==> src/rtl/store_buffer.sv <==
// In-order store buffer: queues committed stores, drains them over the dmem_w handshake
// and flags overlapping loads. Macro STORE_BUFFER_ADDR_CHECK_EN enables per-entry address checking.
module store_buffer #(
  parameter int DEPTH  = 4,
  parameter int DADDRW = 32,
  parameter int DDATAW = 64,
  parameter int DSIZEW = 4
) (
  input  logic                     clk,
  input  logic                     reset,
  input  logic                     st_valid,
  output logic                     st_ready,
  input  logic [DADDRW-1:0]        st_address,
  input  logic [DDATAW-1:0]        st_data,
  input  logic [DSIZEW-1:0]        st_size,
  output logic                     dmem_w_valid,
  input  logic                     dmem_w_ready,
  output logic [DADDRW-1:0]        dmem_w_address,
  output logic                     dmem_w_wr_en,
  output logic [DDATAW-1:0]        dmem_w_wr_data,
  output logic [DSIZEW-1:0]        dmem_w_wr_size,
  input  logic [DADDRW-1:0]        ld_check_address,
  input  logic [DSIZEW-1:0]        ld_check_size,
  output logic                     ld_conflict,
  output logic                     sb_empty,
  output logic                     sb_full,
  output logic [$clog2(DEPTH):0]   sb_count
);

  localparam int PTRW = $clog2(DEPTH);
  localparam int CNTW = PTRW + 1;

  logic [PTRW-1:0]   wr_ptr_q, wr_ptr_d;
  logic [PTRW-1:0]   rd_ptr_q, rd_ptr_d;
  logic [CNTW-1:0]   count_q, count_d;
  logic [DADDRW-1:0] addr_mem_q [DEPTH];
  logic [DADDRW-1:0] addr_mem_d [DEPTH];
  logic [DDATAW-1:0] data_mem_q [DEPTH];
  logic [DDATAW-1:0] data_mem_d [DEPTH];
  logic [DSIZEW-1:0] size_mem_q [DEPTH];
  logic [DSIZEW-1:0] size_mem_d [DEPTH];

  logic push;
  logic pop;

  assign sb_count     = count_q;
  assign sb_empty     = (count_q == '0);
  assign sb_full      = (count_q == CNTW'(DEPTH));
  // A full buffer never accepts, even while popping: no pass-through path.
  assign st_ready     = !sb_full && !reset;
  assign dmem_w_valid = !sb_empty;
  assign dmem_w_wr_en = dmem_w_valid;
  assign push         = st_valid && st_ready;
  assign pop          = dmem_w_valid && dmem_w_ready;

  assign dmem_w_address = sb_empty ? '0 : addr_mem_q[rd_ptr_q];
  assign dmem_w_wr_data = sb_empty ? '0 : data_mem_q[rd_ptr_q];
  assign dmem_w_wr_size = sb_empty ? '0 : size_mem_q[rd_ptr_q];

  always_comb begin
    wr_ptr_d   = push ? wr_ptr_q + 1'b1 : wr_ptr_q;
    rd_ptr_d   = pop  ? rd_ptr_q + 1'b1 : rd_ptr_q;
    count_d    = count_q;
    addr_mem_d = addr_mem_q;
    data_mem_d = data_mem_q;
    size_mem_d = size_mem_q;
    case ({push, pop})
      2'b10:   count_d = count_q + 1'b1;
      2'b01:   count_d = count_q - 1'b1;
      default: count_d = count_q;
    endcase
    if (push) begin
      addr_mem_d[wr_ptr_q] = st_address;
      data_mem_d[wr_ptr_q] = st_data;
      size_mem_d[wr_ptr_q] = st_size;
    end
  end

  always_ff @(posedge clk) begin
    if (reset) begin
      wr_ptr_q <= '0;
      rd_ptr_q <= '0;
      count_q  <= '0;
    end else begin
      wr_ptr_q <= wr_ptr_d;
      rd_ptr_q <= rd_ptr_d;
      count_q  <= count_d;
    end
  end

  always_ff @(posedge clk) begin
    addr_mem_q <= addr_mem_d;
    data_mem_q <= data_mem_d;
    size_mem_q <= size_mem_d;
  end

`ifdef STORE_BUFFER_ADDR_CHECK_EN
  localparam int SUMW = DADDRW + 1;

  // One extra bit so base+size never wraps; ranges are half-open [base, base+size).
  function automatic logic ranges_overlap(
    input logic [DADDRW-1:0] a_addr,
    input logic [DSIZEW-1:0] a_size,
    input logic [DADDRW-1:0] b_addr,
    input logic [DSIZEW-1:0] b_size
  );
    logic [SUMW-1:0] a_lo, a_hi, b_lo, b_hi;
    a_lo = {1'b0, a_addr};
    b_lo = {1'b0, b_addr};
    a_hi = a_lo + SUMW'(a_size);
    b_hi = b_lo + SUMW'(b_size);
    return (a_lo < b_hi) && (b_lo < a_hi);
  endfunction

  logic [PTRW-1:0] slot_offset;

  always_comb begin
    slot_offset = '0;
    ld_conflict = push && ranges_overlap(st_address, st_size, ld_check_address, ld_check_size);
    for (int i = 0; i < DEPTH; i++) begin
      // Slot i is occupied when its distance from the head is below the count.
      slot_offset = PTRW'(i) - rd_ptr_q;
      if (({1'b0, slot_offset} < count_q) &&
          ranges_overlap(addr_mem_q[i], size_mem_q[i], ld_check_address, ld_check_size)) begin
        ld_conflict = 1'b1;
      end
    end
  end
`else
  logic unused_ld_check;
  assign unused_ld_check = ^{ld_check_address, ld_check_size};
  assign ld_conflict     = !sb_empty || push;
`endif

endmodule

==> config.mk <==
export PLATFORM = sky130hd
export DESIGN_NAME = store_buffer
export DESIGN_NICKNAME = d
export VERILOG_FILES = /design/src/rtl/store_buffer.sv
export SDC_FILE = /design/constraint.sdc
export NUM_CORES = 1
export LEC_CHECK = 0
export CORE_ASPECT_RATIO = 1.2
export CORE_MARGIN = 3
export CORE_UTILIZATION = 50
export DETAILED_ROUTE_END_ITERATION = 7
export PLACE_DENSITY = 0.82
export SLEW_MARGIN = 20
export SYNTH_ARGS = -nofsm -noshare
export SYNTH_HDL_FRONTEND = slang
export SYNTH_SLANG_ARGS = --single-unit
==> constraint.sdc <==
create_clock -name clk -period 5.18 [get_ports clk]
set_input_delay 1.036 -clock clk [delete_from_list [all_inputs] [get_ports clk]]
set_output_delay 1.036 -clock clk [all_outputs]
set_load 0.1 [all_outputs]
# Word level (Yosys, flattened, before mapping)
# Cells that the tools add are included.
word_totals:
  output_inout_bits: 109
  inputBits: 140
  register_bits: 407
op_classes:
  order_cmp: 3
  muxes: 22
  add_sub_neg: 4
  bitwise_logic: 2
  eq_ne: 3
  n_reduce_logical: 10
op_table:
  columns: ["op", "n"]
  rows:
  - ["256-bit bitwise mux", 1]
  - ["64-bit 2-to-1 mux", 4]
  - ["64-bit binary-select mux with 2-bit select", 1]
  - ["128-bit bitwise mux", 1]
  - ["64-bit demux with 2-bit select", 1]
  - ["32-bit 2-to-1 mux", 4]
  - ["32-bit binary-select mux with 2-bit select", 1]
  - ["32-bit demux with 2-bit select", 1]
  - ["16-bit bitwise mux", 1]
  - ["4-bit 2-to-1 mux", 4]
  - ["4-bit binary-select mux with 2-bit select", 1]
  - ["4-bit demux with 2-bit select", 1]
  - ["3-bit greater-or-equal comparator, second input constant", 2]
  - ["2-bit inverter with 3-bit output", 2]
  - ["3-bit case mux with 2 select lines", 1]
  - ["2-bit by 1-bit adder with 2-bit output, second input constant", 2]
  - ["1-bit logical AND", 4]
  - ["3-bit by 1-bit adder with 3-bit output, second input constant", 1]
  - ["3-bit equality test, second input constant", 1]
  - ["1-bit zero test", 3]
  - ["3-bit zero test", 1]
  - ["3-bit by 1-bit < comparator with 1-bit output, second input constant", 1]
  - ["3-bit by 1-bit subtractor with 3-bit output, second input constant", 1]
  - ["2-bit by 1-bit equality test with 1-bit output, second input constant", 1]
  - ["other kinds (3)", 3]

# Longest topological paths before layout
depth:
  depth_word: 6
  depth_mapped: 9

# Least setup slack after synthesis
# Ideal clock, no wire load.
synth_path:
  path_type: "reg-to-output"
  start: "reg count_q[2] (netlist: sb_count[2])"
  end: "out st_ready"
  setup_slack_ns: -0.674
  path_buffers: 0
  path_stages_with_launch: 3
  t_arrival_ns: 4.818
  path_cell_list: "dfxtp_1 -> nor3b_1 -> nor2_1"
synth_between:
  elab_chain_len: 3
synth_rtl:
  columns: ["element", "line_no", "rtl"]
  rows:
  - ["start, declared", "35", "logic [CNTW-1:0] count_q, count_d;"]
  - ["start signal, assigned", "87", "count_q <= count_d;"]
  - ["3-bit equality test", "48", "assign sb_full = (count_q == CNTW'(DEPTH));"]
  - ["named net sb_full", "26", "output logic sb_full,"]
  - ["1-bit zero test", "50", "assign st_ready = !sb_full && !reset;"]
  - ["1-bit logical AND", "50", null]
  - ["end, declared", "12", "output logic st_ready,"]
# The timed path passes the listed nets, and every way through them passes these cells.

# Worst setup path after layout
layout_path:
  start: "reg rd_ptr_q[0]"
  end: "out dmem_w_wr_data[47]"
layout_between:
  elab_chain_len: 5
layout_rtl:
  columns: ["element", "line_no", "rtl"]
  rows:
  - ["start, declared", "34", "logic [PTRW-1:0] rd_ptr_q, rd_ptr_d;"]
  - ["start signal, assigned", "86", "rd_ptr_q <= rd_ptr_d;"]
  - ["2-bit inverter with 3-bit output (not written as such)", "57", "assign dmem_w_wr_data = sb_empty ? '0 : data_mem_q[rd_ptr_q];"]
  - ["64-bit binary-select mux with 2-bit select", "57", null]
  - ["64-bit 2-to-1 mux (not written as such) (2 in series)", "57", null]
  - ["64-bit 2-to-1 mux", "57", null]
  - ["end, declared", "20", "output logic [DDATAW-1:0] dmem_w_wr_data,"]
# No other way between the ends. The select of a mux whose other input is x is not followed.

==> results.cfg <==
[run_status]
status = complete, no violations

[routing]
viasPerCell = 5.483
drcViolationCount = 0
wl_per_cell_um = 22.19
num_vias = 7375
ant_nets = 0
drt_iter0_markers = 467
wl_um = 29850
drtPass1Iterations = 5

[synthesis]
syn_area_per_cell_um2 = 22.64
synthAdderAreaFrac_pct = 0.5302
synth_mux_area_share_pct = 14.60
synth_area_um2 = 15570
ys_types = 24
synth_cells = 688
synth_top_family_by_area = multiplexers
synth_flop_cell = edfxtp_1
yosys_warnings = 0
ys_ff_latch = 407
synth_top_area_share_pct = 77.12
synth_edf_count = 400
synth_compound_area_share_pct = 0.1928
synth_top_cell_by_area = edfxtp_1
yosys-top-cells-area = edfxtp_1 77%, mux4_2 14%, and2_1 4.2%
syn_nets = 834
yosysSeqAreaShare_pct = 78.02
synthArstFlopShare_pct = 0
synth-xor-area-share_pct = 0.1125
synthSimpleGateAreaFrac_pct = 4.756

[timing]
worst_pin_slew_ps = 1021
clock_skew_ps = 14.77
slew_headroom_pct = 31.74
fin_crit_sh_pct = 83.30
hold_violations = 0
rsz0062_at_grt = false
fin_crit_ps = 4315
drv_slew = 0
setup_viol = 0
tns_ps = 0
fmax_mhz = 231.7

[cts]
cts-root-buf = clkbuf_16
cts_sinks = 407
htree_levels = 2
cts_setup_buffers = 0
clk_latency_ps = 520
clk_pin_slew_ps = 60
ctsResizeCount = 0
cts_tree = done
cts-hold-fix-buffers = 0
clockBufferDepth = 3
numCtsBuffers = 39

[setup_path]
crit_type = register to output port
worstPathRequired_ps = 4140
worst_setup_path_start_kind = register
cp-end-kind = output port
cp.arrival_ps = 3280
critPathMaxFanout = 52

[global_routing]
grt_overflow = 0
grt_usage_pct = 18.09
grt_pass1_wl_um = 46260
antenna_found_initial = 1
grt_pass1_vias = 7993
grt_max_degree = 80

[die]
die_y_um = 199.3
die_area_um2 = 33310
ios = 249
die_w_um = 167.1
rows = 70
coreArea_um2 = 30570
initial_utilization_pct = 50.95

[layout]
regArea_um2 = 12160
final_cell_mix = 400 x edfxtp_1, 165 x clkdlybuf4s50_1, 101 x and2_1
final_common_cell = edfxtp_1
multi_input_area_um2 = 3164
layout.nets = 1067
areaGrowthSynthToFinish_pct = 23.31
drive_gt1_share_pct = 23.34
fillers = 2058

[flow_run]
cap_violations = 0

[placed_design]
dp_hpwl_um = 17200
gp_congestion = 0.7155
port_buffers = 212

[min_path]
hold_path_class = register to register
==> final timing paths <==
check,startpoint,to,slack [ps],cells past startpoint
setup reg to reg,sb_count[0]$_SDFFE_PP0P_,sb_count[2]$_SDFFE_PP0P_,2400,8
setup / recovery,rd_ptr_q[0]$_SDFFE_PP0P_,dmem_w_wr_data[47],860,4
hold reg to reg,sb_count[2]$_SDFFE_PP0P_,sb_count[2]$_SDFFE_PP0P_,530,2
hold / removal,sb_count[2]$_SDFFE_PP0P_,sb_count[2]$_SDFFE_PP0P_,530,2
==> cell usage after synthesis (2+ instances only) <==
| cell type | instances |
|---|---|
| and2_1 | 105 |
| nand2_1 | 3 |
| buf_8 | 7 |
| buf_2 | 10 |
| a21oi_1 | 3 |
| o21ai_0 | 3 |
| buf_6 | 2 |
| xor2_1 | 2 |
| buf_4 | 2 |
| ha_1 | 5 |
| mux4_2 | 100 |
| edfxtp_1 | 400 |
| clkbuf_1 | 15 |
| dfxtp_1 | 7 |
| or3_1 | 3 |
| inv_1 | 8 |
| nor2_1 | 6 |
==> critical path, cell delays in order (launching register included) <==
cell             delay, ps
dfxtp_4                560
buf_12                 400
mux4_2                 550
and2_1                 180
clkdlybuf4s50_1        990
==> layout make-up <==
cell class / count / share of cell area, %
multi-input combinational: 237 / 16.48
timing repair buffer: 228 / 11.52
sequential: 407 / 63.31
inverter: 8 / 0.1564
clock inverter: 13 / 0.3323
clock buffer: 54 / 5.596
antenna: 2 / 0.02606
tap: 396 / 2.580
==> cell families (layout without fill, tap and decap cells) <==
logic type	after synthesis	in the layout
buffers and inverters	44	303
XOR/XNOR	2	2
adder cells (fa/ha/maj)	6	6
multiplexers	102	102
AO/OA/AOI/OAI	6	6
flip-flops	407	407
other	0	2
AND/OR/NAND/NOR	121	121
==> stage by stage <==
step                cells  hold WS, ps  utilization (%)  setup slack [ps]  cell area, um^2
CTS                  1343        532.0            62.81             773.6            19200
global placement     1276        499.9            59.09              1341            18060
detailed placement   1276        522.8            59.09              1348            18060
global route         1344        590.6            62.82             681.6            19200
floorplan             688        474.8                -             345.8            15580
finish               1345        532.9            62.83             864.8            19200
==> sequential cells by signal, summed over array words and instances (netlist names) <==
signal,count
rd_ptr_q,2
wr_ptr_q,2
size_mem_q,16
data_mem_q,256
sb_count,3
addr_mem_q,128
==> routing by layer <==
metal / GRT usage (%) / share of wire [%]
met1: 23.58 / 39
met2: 31.21 / 52
met3: 3.839 / 6.0
met4: 5.379 / 2.3
met5: 0 / 0
Power is left out: the tool's default activity adds up to more than one toggle a clock period on the data nets, which glitch-free logic cannot reach.
